### src/rtl/dfi_phyupd_pkg.sv
// Shared types, default timing limits and the update-duration lookup for the
// DFI PHY update requester.
package dfi_phyupd_pkg;

  typedef enum logic [1:0] {
    ST_IDLE = 2'd0,
    ST_REQ  = 2'd1,
    ST_UPD  = 2'd2,
    ST_DROP = 2'd3
  } state_e;

  typedef enum logic [1:0] {
    TYPE0 = 2'd0,
    TYPE1 = 2'd1,
    TYPE2 = 2'd2,
    TYPE3 = 2'd3
  } phyupd_type_e;

  localparam int unsigned CNT_W_DEF  = 32'd9;
  localparam int unsigned T_RESP_DEF = 32'd16;
  localparam int unsigned T_UPD0_DEF = 32'd32;
  localparam int unsigned T_UPD1_DEF = 32'd64;
  localparam int unsigned T_UPD2_DEF = 32'd128;
  localparam int unsigned T_UPD3_DEF = 32'd256;

  // Maximum update duration in cycles for the given update type.
  function automatic int unsigned tupd_limit(
    input phyupd_type_e t,
    input int unsigned  t0 = T_UPD0_DEF,
    input int unsigned  t1 = T_UPD1_DEF,
    input int unsigned  t2 = T_UPD2_DEF,
    input int unsigned  t3 = T_UPD3_DEF
  );
    case (t)
      TYPE0:   return t0;
      TYPE1:   return t1;
      TYPE2:   return t2;
      TYPE3:   return t3;
      default: return t3;
    endcase
  endfunction

endpackage

### src/rtl/dfi_phyupd_if.sv
// PHY-engine and DFI-side signals of the PHY update requester.
// master: the requester itself; slave: its environment (PHY engine + controller).
interface dfi_phyupd_if;
  logic       upd_start;
  logic [1:0] upd_type;
  logic       upd_done;
  logic       err_clr;
  logic       phyupd_ack;
  logic       phyupd_req;
  logic [1:0] phyupd_type;
  logic       upd_granted;
  logic       busy;
  logic       resp_timeout;
  logic       dur_overrun;
  logic       proto_err;

  modport master (
    input  upd_start, upd_type, upd_done, err_clr, phyupd_ack,
    output phyupd_req, phyupd_type, upd_granted, busy,
           resp_timeout, dur_overrun, proto_err
  );

  modport slave (
    output upd_start, upd_type, upd_done, err_clr, phyupd_ack,
    input  phyupd_req, phyupd_type, upd_granted, busy,
           resp_timeout, dur_overrun, proto_err
  );
endinterface

### src/rtl/dfi_sat_counter.sv
// Up-counter with synchronous clear that holds at its all-ones value
// instead of wrapping.
module dfi_sat_counter #(
  parameter int unsigned CNT_W = 9
) (
  input  logic             clk,
  input  logic             rst_n,
  input  logic             clr,
  input  logic             en,
  output logic [CNT_W-1:0] cnt
);

  localparam logic [CNT_W-1:0] CNT_ZERO = {CNT_W{1'b0}};
  localparam logic [CNT_W-1:0] CNT_ONE  = {{(CNT_W-1){1'b0}}, 1'b1};
  localparam logic [CNT_W-1:0] CNT_MAX  = {CNT_W{1'b1}};

  logic [CNT_W-1:0] cnt_r;

  // Count register: clear has priority, increment stops at the maximum.
  always_ff @(posedge clk or negedge rst_n) begin
    if (!rst_n) begin
      cnt_r <= CNT_ZERO;
    end else if (clr) begin
      cnt_r <= CNT_ZERO;
    end else if (en && (cnt_r != CNT_MAX)) begin
      cnt_r <= cnt_r + CNT_ONE;
    end else begin
      cnt_r <= cnt_r;
    end
  end

  assign cnt = cnt_r;

endmodule

### src/rtl/dfi_phyupd_requester.sv
// PHY-side DFI update requester: raises phyupd_req on an engine request,
// grants the update window on phyupd_ack, releases on done or duration limit,
// and keeps sticky flags for response timeout, overrun and protocol errors.
module dfi_phyupd_requester
  import dfi_phyupd_pkg::*;
#(
  parameter int unsigned T_RESP = T_RESP_DEF,
  parameter int unsigned T_UPD0 = T_UPD0_DEF,
  parameter int unsigned T_UPD1 = T_UPD1_DEF,
  parameter int unsigned T_UPD2 = T_UPD2_DEF,
  parameter int unsigned T_UPD3 = T_UPD3_DEF,
  parameter int unsigned CNT_W  = CNT_W_DEF
) (
  input  logic           clk,
  input  logic           rst_n,
  dfi_phyupd_if.master   bus
);

  state_e           state_r;
  state_e           state_nxt_s;
  phyupd_type_e     type_r;
  phyupd_type_e     type_nxt_s;
  logic [CNT_W-1:0] resp_cnt_s;
  logic [CNT_W-1:0] dur_cnt_s;
  logic [CNT_W-1:0] resp_lim_s;
  logic [CNT_W-1:0] upd_lim_s;
  logic             resp_clr_s;
  logic             resp_en_s;
  logic             dur_clr_s;
  logic             dur_en_s;
  logic             req_nxt_s;
  logic             granted_nxt_s;
  logic             busy_nxt_s;
  logic             resp_to_set_s;
  logic             dur_ovr_set_s;
  logic             proto_set_s;
  logic             req_r;
  logic             granted_r;
  logic             busy_r;
  logic             resp_to_r;
  logic             dur_ovr_r;
  logic             proto_r;

  assign resp_lim_s = CNT_W'(T_RESP);
  assign upd_lim_s  = CNT_W'(tupd_limit(type_r, T_UPD0, T_UPD1, T_UPD2, T_UPD3));

  // Response counter: zero on the first REQ cycle, counts cycles without ack.
  assign resp_clr_s = (state_r != ST_REQ);
  assign resp_en_s  = (state_r == ST_REQ) && !bus.phyupd_ack;

  // Duration counter: reads 1 on the first UPD cycle, held at 0 elsewhere.
  assign dur_clr_s  = (state_nxt_s != ST_UPD);
  assign dur_en_s   = (state_nxt_s == ST_UPD);

  dfi_sat_counter #(.CNT_W(CNT_W)) u_resp_cnt (
    .clk   (clk),
    .rst_n (rst_n),
    .clr   (resp_clr_s),
    .en    (resp_en_s),
    .cnt   (resp_cnt_s)
  );

  dfi_sat_counter #(.CNT_W(CNT_W)) u_dur_cnt (
    .clk   (clk),
    .rst_n (rst_n),
    .clr   (dur_clr_s),
    .en    (dur_en_s),
    .cnt   (dur_cnt_s)
  );

  // FSM state register.
  always_ff @(posedge clk or negedge rst_n) begin
    if (!rst_n) begin
      state_r <= ST_IDLE;
    end else begin
      state_r <= state_nxt_s;
    end
  end

  // FSM next-state logic; a request is never withdrawn before ack arrives.
  always_comb begin
    state_nxt_s = state_r;
    case (state_r)
      ST_IDLE: begin
        if (bus.upd_start) begin
          state_nxt_s = ST_REQ;
        end else begin
          state_nxt_s = ST_IDLE;
        end
      end
      ST_REQ: begin
        if (bus.phyupd_ack) begin
          state_nxt_s = ST_UPD;
        end else begin
          state_nxt_s = ST_REQ;
        end
      end
      ST_UPD: begin
        if (!bus.phyupd_ack || bus.upd_done || (dur_cnt_s >= upd_lim_s)) begin
          state_nxt_s = ST_DROP;
        end else begin
          state_nxt_s = ST_UPD;
        end
      end
      ST_DROP: begin
        if (!bus.phyupd_ack) begin
          state_nxt_s = ST_IDLE;
        end else begin
          state_nxt_s = ST_DROP;
        end
      end
      default: begin
        state_nxt_s = ST_IDLE;
      end
    endcase
  end

  // Output and flag-set decode for the next cycle.
  always_comb begin
    req_nxt_s     = (state_nxt_s == ST_REQ) || (state_nxt_s == ST_UPD);
    granted_nxt_s = (state_nxt_s == ST_UPD);
    busy_nxt_s    = (state_nxt_s != ST_IDLE);
    if ((state_r == ST_IDLE) && bus.upd_start) begin
      type_nxt_s = phyupd_type_e'(bus.upd_type);
    end else begin
      type_nxt_s = type_r;
    end
    resp_to_set_s = (state_r == ST_REQ) && !bus.phyupd_ack && (resp_cnt_s >= resp_lim_s);
    // Done in the same cycle as the limit wins: no overrun.
    dur_ovr_set_s = (state_r == ST_UPD) && !bus.upd_done && (dur_cnt_s >= upd_lim_s);
    proto_set_s   = ((state_r == ST_IDLE) && bus.phyupd_ack) ||
                    ((state_r == ST_UPD) && !bus.phyupd_ack);
  end

  // Registered outputs and sticky flags (set wins over a same-cycle clear).
  always_ff @(posedge clk or negedge rst_n) begin
    if (!rst_n) begin
      req_r     <= 1'b0;
      granted_r <= 1'b0;
      busy_r    <= 1'b0;
      type_r    <= TYPE0;
      resp_to_r <= 1'b0;
      dur_ovr_r <= 1'b0;
      proto_r   <= 1'b0;
    end else begin
      req_r     <= req_nxt_s;
      granted_r <= granted_nxt_s;
      busy_r    <= busy_nxt_s;
      type_r    <= type_nxt_s;
      resp_to_r <= resp_to_set_s | (resp_to_r & ~bus.err_clr);
      dur_ovr_r <= dur_ovr_set_s | (dur_ovr_r & ~bus.err_clr);
      proto_r   <= proto_set_s   | (proto_r   & ~bus.err_clr);
    end
  end

  assign bus.phyupd_req   = req_r;
  assign bus.phyupd_type  = type_r;
  assign bus.upd_granted  = granted_r;
  assign bus.busy         = busy_r;
  assign bus.resp_timeout = resp_to_r;
  assign bus.dur_overrun  = dur_ovr_r;
  assign bus.proto_err    = proto_r;

endmodule
### src/flat_wrapper.sv
// flat-port wrapper written by rule: the top's interface ports become plain ports
module dfi_phyupd_requester_flat import dfi_phyupd_pkg::*;
#(
  parameter int unsigned T_RESP = T_RESP_DEF,
  parameter int unsigned T_UPD0 = T_UPD0_DEF,
  parameter int unsigned T_UPD1 = T_UPD1_DEF,
  parameter int unsigned T_UPD2 = T_UPD2_DEF,
  parameter int unsigned T_UPD3 = T_UPD3_DEF,
  parameter int unsigned CNT_W  = CNT_W_DEF
)
  (clk, rst_n, bus_upd_start, bus_upd_type, bus_upd_done, bus_err_clr, bus_phyupd_ack, bus_phyupd_req, bus_phyupd_type, bus_upd_granted, bus_busy, bus_resp_timeout, bus_dur_overrun, bus_proto_err);
  dfi_phyupd_if bus_i ();
  input  logic clk;
  input  logic rst_n;
  input wire logic [$bits(bus_i.upd_start)-1:0] bus_upd_start;
  input wire logic [$bits(bus_i.upd_type)-1:0] bus_upd_type;
  input wire logic [$bits(bus_i.upd_done)-1:0] bus_upd_done;
  input wire logic [$bits(bus_i.err_clr)-1:0] bus_err_clr;
  input wire logic [$bits(bus_i.phyupd_ack)-1:0] bus_phyupd_ack;
  output wire logic [$bits(bus_i.phyupd_req)-1:0] bus_phyupd_req;
  output wire logic [$bits(bus_i.phyupd_type)-1:0] bus_phyupd_type;
  output wire logic [$bits(bus_i.upd_granted)-1:0] bus_upd_granted;
  output wire logic [$bits(bus_i.busy)-1:0] bus_busy;
  output wire logic [$bits(bus_i.resp_timeout)-1:0] bus_resp_timeout;
  output wire logic [$bits(bus_i.dur_overrun)-1:0] bus_dur_overrun;
  output wire logic [$bits(bus_i.proto_err)-1:0] bus_proto_err;
  assign bus_i.upd_start = bus_upd_start;
  assign bus_i.upd_type = bus_upd_type;
  assign bus_i.upd_done = bus_upd_done;
  assign bus_i.err_clr = bus_err_clr;
  assign bus_i.phyupd_ack = bus_phyupd_ack;
  assign bus_phyupd_req = bus_i.phyupd_req;
  assign bus_phyupd_type = bus_i.phyupd_type;
  assign bus_upd_granted = bus_i.upd_granted;
  assign bus_busy = bus_i.busy;
  assign bus_resp_timeout = bus_i.resp_timeout;
  assign bus_dur_overrun = bus_i.dur_overrun;
  assign bus_proto_err = bus_i.proto_err;
  dfi_phyupd_requester #(.T_RESP(T_RESP), .T_UPD0(T_UPD0), .T_UPD1(T_UPD1), .T_UPD2(T_UPD2), .T_UPD3(T_UPD3), .CNT_W(CNT_W)) u_core (.clk(clk), .rst_n(rst_n), .bus(bus_i));
endmodule
### config.mk
export PLATFORM = sky130hd
export DESIGN_NAME = dfi_phyupd_requester_flat
export DESIGN_NICKNAME = d
export VERILOG_FILES = /design/src/rtl/dfi_phyupd_pkg.sv /design/src/rtl/dfi_phyupd_if.sv /design/src/rtl/dfi_sat_counter.sv /design/src/rtl/dfi_phyupd_requester.sv /design/src/flat_wrapper.sv
export SDC_FILE = /design/constraint.sdc
export NUM_CORES = 1
export LEC_CHECK = 0
export ABC_AREA = 1
export BUFFER_PORTS_ARGS = -buffer_cell sky130_fd_sc_hd__buf_2
export CORE_MARGIN = 5
export CORE_UTILIZATION = 40
export DETAILED_ROUTE_END_ITERATION = 10
export GPL_TIMING_DRIVEN = 0
export MAX_ROUTING_LAYER = met4
export PLACE_DENSITY = 0.62
export SYNTH_ARGS = -nofsm -noshare
export SYNTH_HDL_FRONTEND = slang
export SYNTH_HIERARCHICAL = 1
export SYNTH_SLANG_ARGS = --single-unit
### constraint.sdc
create_clock -name clk -period 2.4 [get_ports clk]
set_input_delay 0 -clock clk [delete_from_list [all_inputs] [get_ports clk]]
set_output_delay 0 -clock clk [all_outputs]
set_load 0.01 [all_outputs]
## After elaboration in Yosys (flattened, before gate mapping)

Index checks and enable logic that the tools add are counted.

| word-level totals | value |
|---|---|
| word-level logic and storage cells | 63 |
| memory bits (read-only) | 0 |
| latch bits | 0 |
| input port bits | 8 |
| flip-flop bits (word level) | 28 |
| memories | 0 |
| memory bits (writable) | 0 |

| cells by class | value |
|---|---|
| bitwise operators | 7 |
| muxes and demuxes | 10 |
| add/subtract/negate cells | 2 |
| $mul | 0 |
| reductions and logical operators | 20 |
| eq/ne operators | 12 |
| divide/modulo/power cells | 0 |
| shift operators | 0 |
| magnitude comparators | 2 |

Operators with widths:

| cell | count |
|---|---|
| $mux 9 | 4 |
| $pmux 9 s4 | 1 |
| $add 9x1->9 const B | 2 |
| $ne 9x9->1 const B | 2 |
| $eq 2x2->1 const B | 5 |
| $ge 9x5->1 const B | 1 |
| $ge 9x9->1 | 1 |
| $logic_and 1x1->1 | 9 |
| $pmux 2 s4 | 1 |
| $eq 2x1->1 const B | 3 |
| $reduce_bool 2->1 | 3 |
| $logic_not 2->1 | 2 |
| $logic_or 1x1->1 | 4 |
| $mux 2 | 2 |
| $and 1x1->1 | 3 |
| $or 1x1->1 | 3 |
| $logic_not 1->1 | 2 |
| $mux 1 | 2 |
| $ne 2x1->1 const B | 1 |
| $ne 2x2->1 const B | 1 |
| $not 1->1 | 1 |

## Logic depth before layout (Yosys ltp)

| logic depth | value |
|---|---|
| depth after elaboration | 10 |
| mapped depth | 17 |

## Hierarchy

Netlist, hierarchy kept.

By module, submodules not included:

| module | sequential area each (µm²) | instances | area an instance (µm²) | cells each |
|---|---|---|---|---|
| dfi_sat_counter | 225.2 | 2 | 489.2 | 60 |
| dfi_phyupd_requester | 250.2 | 1 | 624.3 | 81 |

## Worst setup path after synthesis

Ideal clock, no wire load.

| timing | value |
|---|---|
| path kind | register to register |
| start point | reg u_core.type_r[0] (netlist: u_core/bus.phyupd_type[0]) |
| end point | reg u_core.u_dur_cnt.cnt_r[4] (netlist: u_core/u_dur_cnt/cnt[4]) |
| path buffers | 0 |
| required time | 2.281 ns |
| slack | 0.052 ns |
| period minus slack after synthesis | 2.348 ns |
| data arrival time | 2.229 ns |
| cell stages (with the launch flop) | 17 |
| path through | dfrtp_1 -> inv_1 -> or2_2 -> ha_1 -> nand2_1 -> nand2_1 -> a21oi_2 -> nand3_1 -> nand2_1 -> nand3_2 -> nor2_2 -> ha_1 -> nand3_2 -> nor2_1 -> nand3_1 -> nand2_1 -> nor2_1 |

| between the ends | value |
|---|---|
| word-level cells in the longest chain between the ends | 9 |

RTL lines:

| element | line | source |
|---|---|---|
| from (decl) | dfi_phyupd_requester.sv:21 | `phyupd_type_e type_r;` |
| from (signal assigned) | dfi_phyupd_requester.sv:149 | `type_r <= type_nxt_s;` |
| $eq 2x2->1 (tied with other cells) | -- |  |
| $pmux 9 s4 * | dfi_phyupd_pkg.sv:34 | `case (t)` |
| $ge 9x9->1 * | dfi_phyupd_requester.sv:99 | `if (!bus.phyupd_ack \|\| bus.upd_done \|\| (dur_cnt_s >= upd_lim_s)) begin` |
| $logic_or 1x1->1 * | dfi_phyupd_requester.sv:99 |  |
| $mux 1 * | dfi_phyupd_requester.sv:99 |  |
| $pmux 2 s4 * | dfi_phyupd_requester.sv:83 | `case (state_r)` |
| $eq 2x2->1 * | dfi_phyupd_requester.sv:53 | `assign dur_en_s = (state_nxt_s == ST_UPD);` |
| net u_core.dur_en_s | dfi_phyupd_requester.sv:30 | `logic dur_en_s;` |
| $logic_and 1x1->1 * | dfi_sat_counter.sv:25 | `end else if (en && (cnt_r != CNT_MAX)) begin` |
| $reduce_bool 2->1 (no line) * | -- |  |
| to (signal assigned) | dfi_sat_counter.sv:26 | `cnt_r <= cnt_r + CNT_ONE;` |
| to (signal assigned) | dfi_sat_counter.sv:28 | `cnt_r <= cnt_r;` |
| to (decl) | dfi_sat_counter.sv:17 | `logic [CNT_W-1:0] cnt_r;` |

The timed path passes the listed nets; every way through them passes the cells marked *. The select of a mux whose other input is x is not followed.
A chain may end at the register's enable or synchronous reset.

## Worst setup path in the final report

| timing | value |
|---|---|
| start point | reg u_core.type_r[1] (netlist: u_core/bus.phyupd_type[1]) |
| end point | reg u_core.state_r[0] |

| between the ends | value |
|---|---|
| word-level cells in the longest chain between the ends | 6 |

RTL lines:

| element | line | source |
|---|---|---|
| $eq 2x2->1 (tied with other cells) | -- |  |
| $pmux 9 s4 * | dfi_phyupd_pkg.sv:34 |  |
| $ge 9x9->1 * | dfi_phyupd_requester.sv:99 |  |
| $logic_or 1x1->1 * | dfi_phyupd_requester.sv:99 |  |
| $mux 1 * | dfi_phyupd_requester.sv:99 |  |
| $pmux 2 s4 * | dfi_phyupd_requester.sv:83 |  |
| net u_core.state_nxt_s[0] | dfi_phyupd_requester.sv:20 | `state_e state_nxt_s;` |
| to (signal assigned) | dfi_phyupd_requester.sv:76 | `state_r <= state_nxt_s;` |
| to (decl) | dfi_phyupd_requester.sv:19 | `state_e state_r;` |

Marked as above.

==> flow_metrics.py <==
metrics = {
    "sta": {
        "final_min_period_over_clock_period_pct": 96.5,
        "fin_tns_setup_ns": 0,
        "grt_setup_unrepaired": "true",
        "fin_crit_ns": 2.32,
        "setup_viol_count_final": 0,
        "final_critical_path_setup_slack_ns": 0.0842,
        "clock.fmax_mhz": 432,
        "slew_of_the_pin_with_the_lowest_slew_margin_ns": 0.649,
        "report.final.hold_viol_count": 0,
        "slew-limit-headroom_pct": 56.8,
        "whs_ns": 0.0276,
        "finClkSkew_ns": 0.00571,
        "slew_violations": 0,
    },
    "placed_design": {
        "routabilityCongestion": 0.774,
        "post-dp-hpwl_um": 2210,
        "dpl-instance-area_mm2": 0.00174,
        "placedCellCount": 266,
        "place.port_buffers": 15,
        "pre_cts_slack_ns": -0.165,
    },
    "logic_synthesis": {
        "postSynth.topFlopCell": "sky130_fd_sc_hd__dfrtp_1",
        "yosys_register_bits": 28,
        "syn_nets": 220,
        "syn-instance-count": 201,
        "synth-edff-count": 0,
        "postSynth.asyncResetShare_pct": 100,
        "ys.warnings.count": 6,
        "synth-seq-area-share_pct": 43.7,
        "syn-mean-instance-area_um2": 7.97,
        "synth_area_mm2": 0.00160,
        "count_of_different_cell_masters_after_synthesis": 22,
    },
    "setup_path": {
        "worstSetupEndpointType": "flip-flop",
        "critPathKind": "flip-flop to flip-flop",
        "cp_data_arrival_time_ns": 2.53,
        "path_max_fanout": 2,
        "start_kind": "flip-flop",
        "required_ns": 2.61,
    },
    "pwr": {
        "total_internal_power_mw": 1.18,
        "leakage_nw": 0.961,
        "clkPwrFrac_pct": 19.6,
        "power_per_cell_area_mw_per_mm2": 941,
        "p_sw_mw": 0.710,
        "max-vdd-ir-drop_uv": 386,
        "swShare_pct": 37.5,
        "p_seq_share_pct": 32.6,
        "comb_power_share_pct": 47.8,
    },
    "global_route": {
        "globalRouteOverflowTotal": 0,
        "track_usage_pct": 14.3,
        "grt_max_degree": 29,
        "antenna_violations_before_repair": 0,
        "first_pass_grt_wire_length_um": 5970,
        "grt_pass1_vias": 1367,
    },
    "finish": {
        "fillerInstances": 367,
        "post_layout_nonfiller_instances": 287,
        "synthToLayoutAreaGrowth_pct": 25.4,
        "n_antenna_cell": 0,
        "share_of_layout_cells_above_drive_strength_1_pct": 30.0,
        "finalNetCount": 257,
        "finish.instance_area_mm2": 0.00201,
    },
    "route": {
        "detail_route.drc_violations": 0,
        "routed_via_density": 4.65,
        "postRouteWirelength_um": 3290,
        "vias": 1334,
        "antenna_violating_nets_post_route": 0,
        "routed_wire_length_per_instance_um": 11.5,
        "initialDrtViolationCount": 88,
        "first_pass_iters": 4,
    },
    "clock_tree": {
        "clk_pin_slew_worst_paths_ns": 0.10,
        "clock_insertion_delay_worst_skew_ns": 0.27,
        "cts-root-to-sink-buffers": 2,
        "cts-htree-levels": 1,
        "clock_sinks": 28,
        "cts_inserted_buffers": 3,
        "tritoncts": "done",
        "cts_root_buffer": "sky130_fd_sc_hd__clkbuf_8",
    },
    "die": {
        "core_mm2": 0.00394,
        "row_count": 23,
        "die-area_mm2": 0.00537,
        "die_h_um": 73.3,
        "top_level_ports": 16,
        "initial_core_utilization_pct": 40.7,
        "fp.dieW_um": 73.3,
    },
    "run": {
        "number_of_max_cap_violations": 0,
    },
    "worst_hold_path": {
        "hp-class": "input pin to flip-flop",
    },
    "status": {
        "status": "completed",
    },
}
[worst max-delay path: stages, from the launching register on]
cell,delay (ns)
sky130_fd_sc_hd__dfrtp_1,0.40
sky130_fd_sc_hd__or2_4,0.26
sky130_fd_sc_hd__ha_4,0.27
sky130_fd_sc_hd__nand2_1,0.05
sky130_fd_sc_hd__nor2_1,0.08
sky130_fd_sc_hd__nand3_1,0.11
sky130_fd_sc_hd__nand3_1,0.12
sky130_fd_sc_hd__nand2_2,0.07
sky130_fd_sc_hd__buf_4,0.14
sky130_fd_sc_hd__buf_4,0.12
sky130_fd_sc_hd__buf_4,0.12
sky130_fd_sc_hd__buf_4,0.12
sky130_fd_sc_hd__buf_4,0.12
sky130_fd_sc_hd__buf_4,0.12
sky130_fd_sc_hd__buf_4,0.12
sky130_fd_sc_hd__nand4_1,0.06
[placed cells by master (no fill, tap or decap)]
master,n
sky130_fd_sc_hd__nand2_1,47
sky130_fd_sc_hd__dfrtp_1,28
sky130_fd_sc_hd__nor2_1,23
sky130_fd_sc_hd__inv_1,20
sky130_fd_sc_hd__buf_2,15
sky130_fd_sc_hd__buf_4,12
sky130_fd_sc_hd__inv_2,12
sky130_fd_sc_hd__a21oi_1,11
sky130_fd_sc_hd__nand3_1,9
sky130_fd_sc_hd__ha_1,9
sky130_fd_sc_hd__nor2_2,7
sky130_fd_sc_hd__nand2_2,6
sky130_fd_sc_hd__dlygate4sd3_1,5
sky130_fd_sc_hd__nand3_2,5
sky130_fd_sc_hd__o21ai_1,4
sky130_fd_sc_hd__clkbuf_8,3
sky130_fd_sc_hd__nor2_4,3
sky130_fd_sc_hd__nand3b_1,3
sky130_fd_sc_hd__ha_4,2
sky130_fd_sc_hd__o21ai_0,2
sky130_fd_sc_hd__xor2_1,2
sky130_fd_sc_hd__nor3b_2,2
sky130_fd_sc_hd__bufinv_16,1
sky130_fd_sc_hd__a21oi_2,1
sky130_fd_sc_hd__nand4_1,1
sky130_fd_sc_hd__or2_4,1
sky130_fd_sc_hd__or2_0,1
sky130_fd_sc_hd__nor4_1,1
sky130_fd_sc_hd__nand3_4,1
[timing repair]
action,in CTS,in global routing
endpoints found under the hold margin,33,0
hold buffers,5,0
setup buffers,10,2
endpoints found under the setup margin,9,10
resized for setup,7,7
pin swaps,4,10
[cell type report]
type,instances,area [um^2],area share (%)
inverter,32,120,5.98
sequential,28,701,34.9
clock inverter,1,30.0,1.49
clock buffer,3,41.3,2.05
multi-input combinational,141,840,41.8
timing repair buffer,32,215,10.7
tap,50,62.6,3.11
[kinds of logic after synthesis]
family / after synthesis / share of synthesized area, %
AO/OA/AOI/OAI: 18 / 5.85
XOR/XNOR: 2 / 1.09
adder cells (fa/ha/maj): 11 / 8.59
buffers and inverters: 32 / 7.49
flip-flops: 28 / 43.7
AND/OR/NAND/NOR: 110 / 33.3
[stage by stage]
| step | total power [mW] | util (%) |
|---|---|---|
| finish | 1.89 | 51.0 |
| detailed placement | 1.26 | 44.1 |
| global route | 2.05 | 51.0 |
| floorplan | 1.08 | - |
| global placement | 1.26 | 44.1 |
| CTS | 1.84 | 50.3 |
[registers in the layout (all words and copies together), names as in the netlist]
signal                   cells
u_core/u_dur_cnt/cnt         9
u_core/u_resp_cnt/cnt        9
u_core/bus.phyupd_type       2
u_core/state_r               2
u_core/bus.busy              1
u_core/bus.dur_overrun       1
u_core/bus.phyupd_req        1
u_core/bus.proto_err         1
u_core/bus.resp_timeout      1
u_core/bus.upd_granted       1
[metal layers]
metal  up-vias  wire, um  track usage [%]
li1        704         -                -
met5         -         0                -
met2        16      1570             24.1
met1       612      1580             18.0
met4         0        31             4.83
met3         2       106             1.23
[path summary, 6_finish.rpt]
check | from | endpoint | slack [ns] | cells after the start
min in group asynchronous | rst_n | u_core/u_dur_cnt/cnt[3] | 0.28 | 2
max in group asynchronous | rst_n | u_core/bus.upd_granted | 1.70 | 2
min reg2reg | u_core/bus.proto_err | u_core/bus.proto_err | 0.50 | 2
max | u_core/bus.phyupd_type[1] | u_core/state_r[0] | 0.08 | 15
max reg2reg | u_core/bus.phyupd_type[1] | u_core/state_r[0] | 0.08 | 15
min | bus_phyupd_ack | u_core/bus.proto_err | 0.03 | 3
[cells in the mapped netlist, types with 3 or more instances]
library cell | number | area share (%)
sky130_fd_sc_hd__a21oi_1 | 11 | 3.4
sky130_fd_sc_hd__dfrtp_1 | 28 | 44
sky130_fd_sc_hd__ha_1 | 11 | 8.6
sky130_fd_sc_hd__inv_1 | 22 | 5.2
sky130_fd_sc_hd__inv_2 | 10 | 2.3
sky130_fd_sc_hd__nand2_1 | 52 | 12
sky130_fd_sc_hd__nand3_1 | 10 | 3.1
sky130_fd_sc_hd__nand3_2 | 5 | 3.1
sky130_fd_sc_hd__nand3b_1 | 3 | 1.4
sky130_fd_sc_hd__nor2_1 | 23 | 5.4
sky130_fd_sc_hd__nor2_2 | 8 | 3.1
sky130_fd_sc_hd__o21ai_1 | 4 | 1.2
[power by group through the flow]
stage | combinational [mW] | clock [mW] | sequential [mW]
after floorplan | 0.426 | 0 | 0.651
after global placement | 0.626 | 0 | 0.633
after detailed placement | 0.632 | 0 | 0.632
after CTS | 0.837 | 0.392 | 0.614
after global routing | 1.02 | 0.400 | 0.625
final | 0.904 | 0.370 | 0.616
Power figures use the tool's default switching activity.
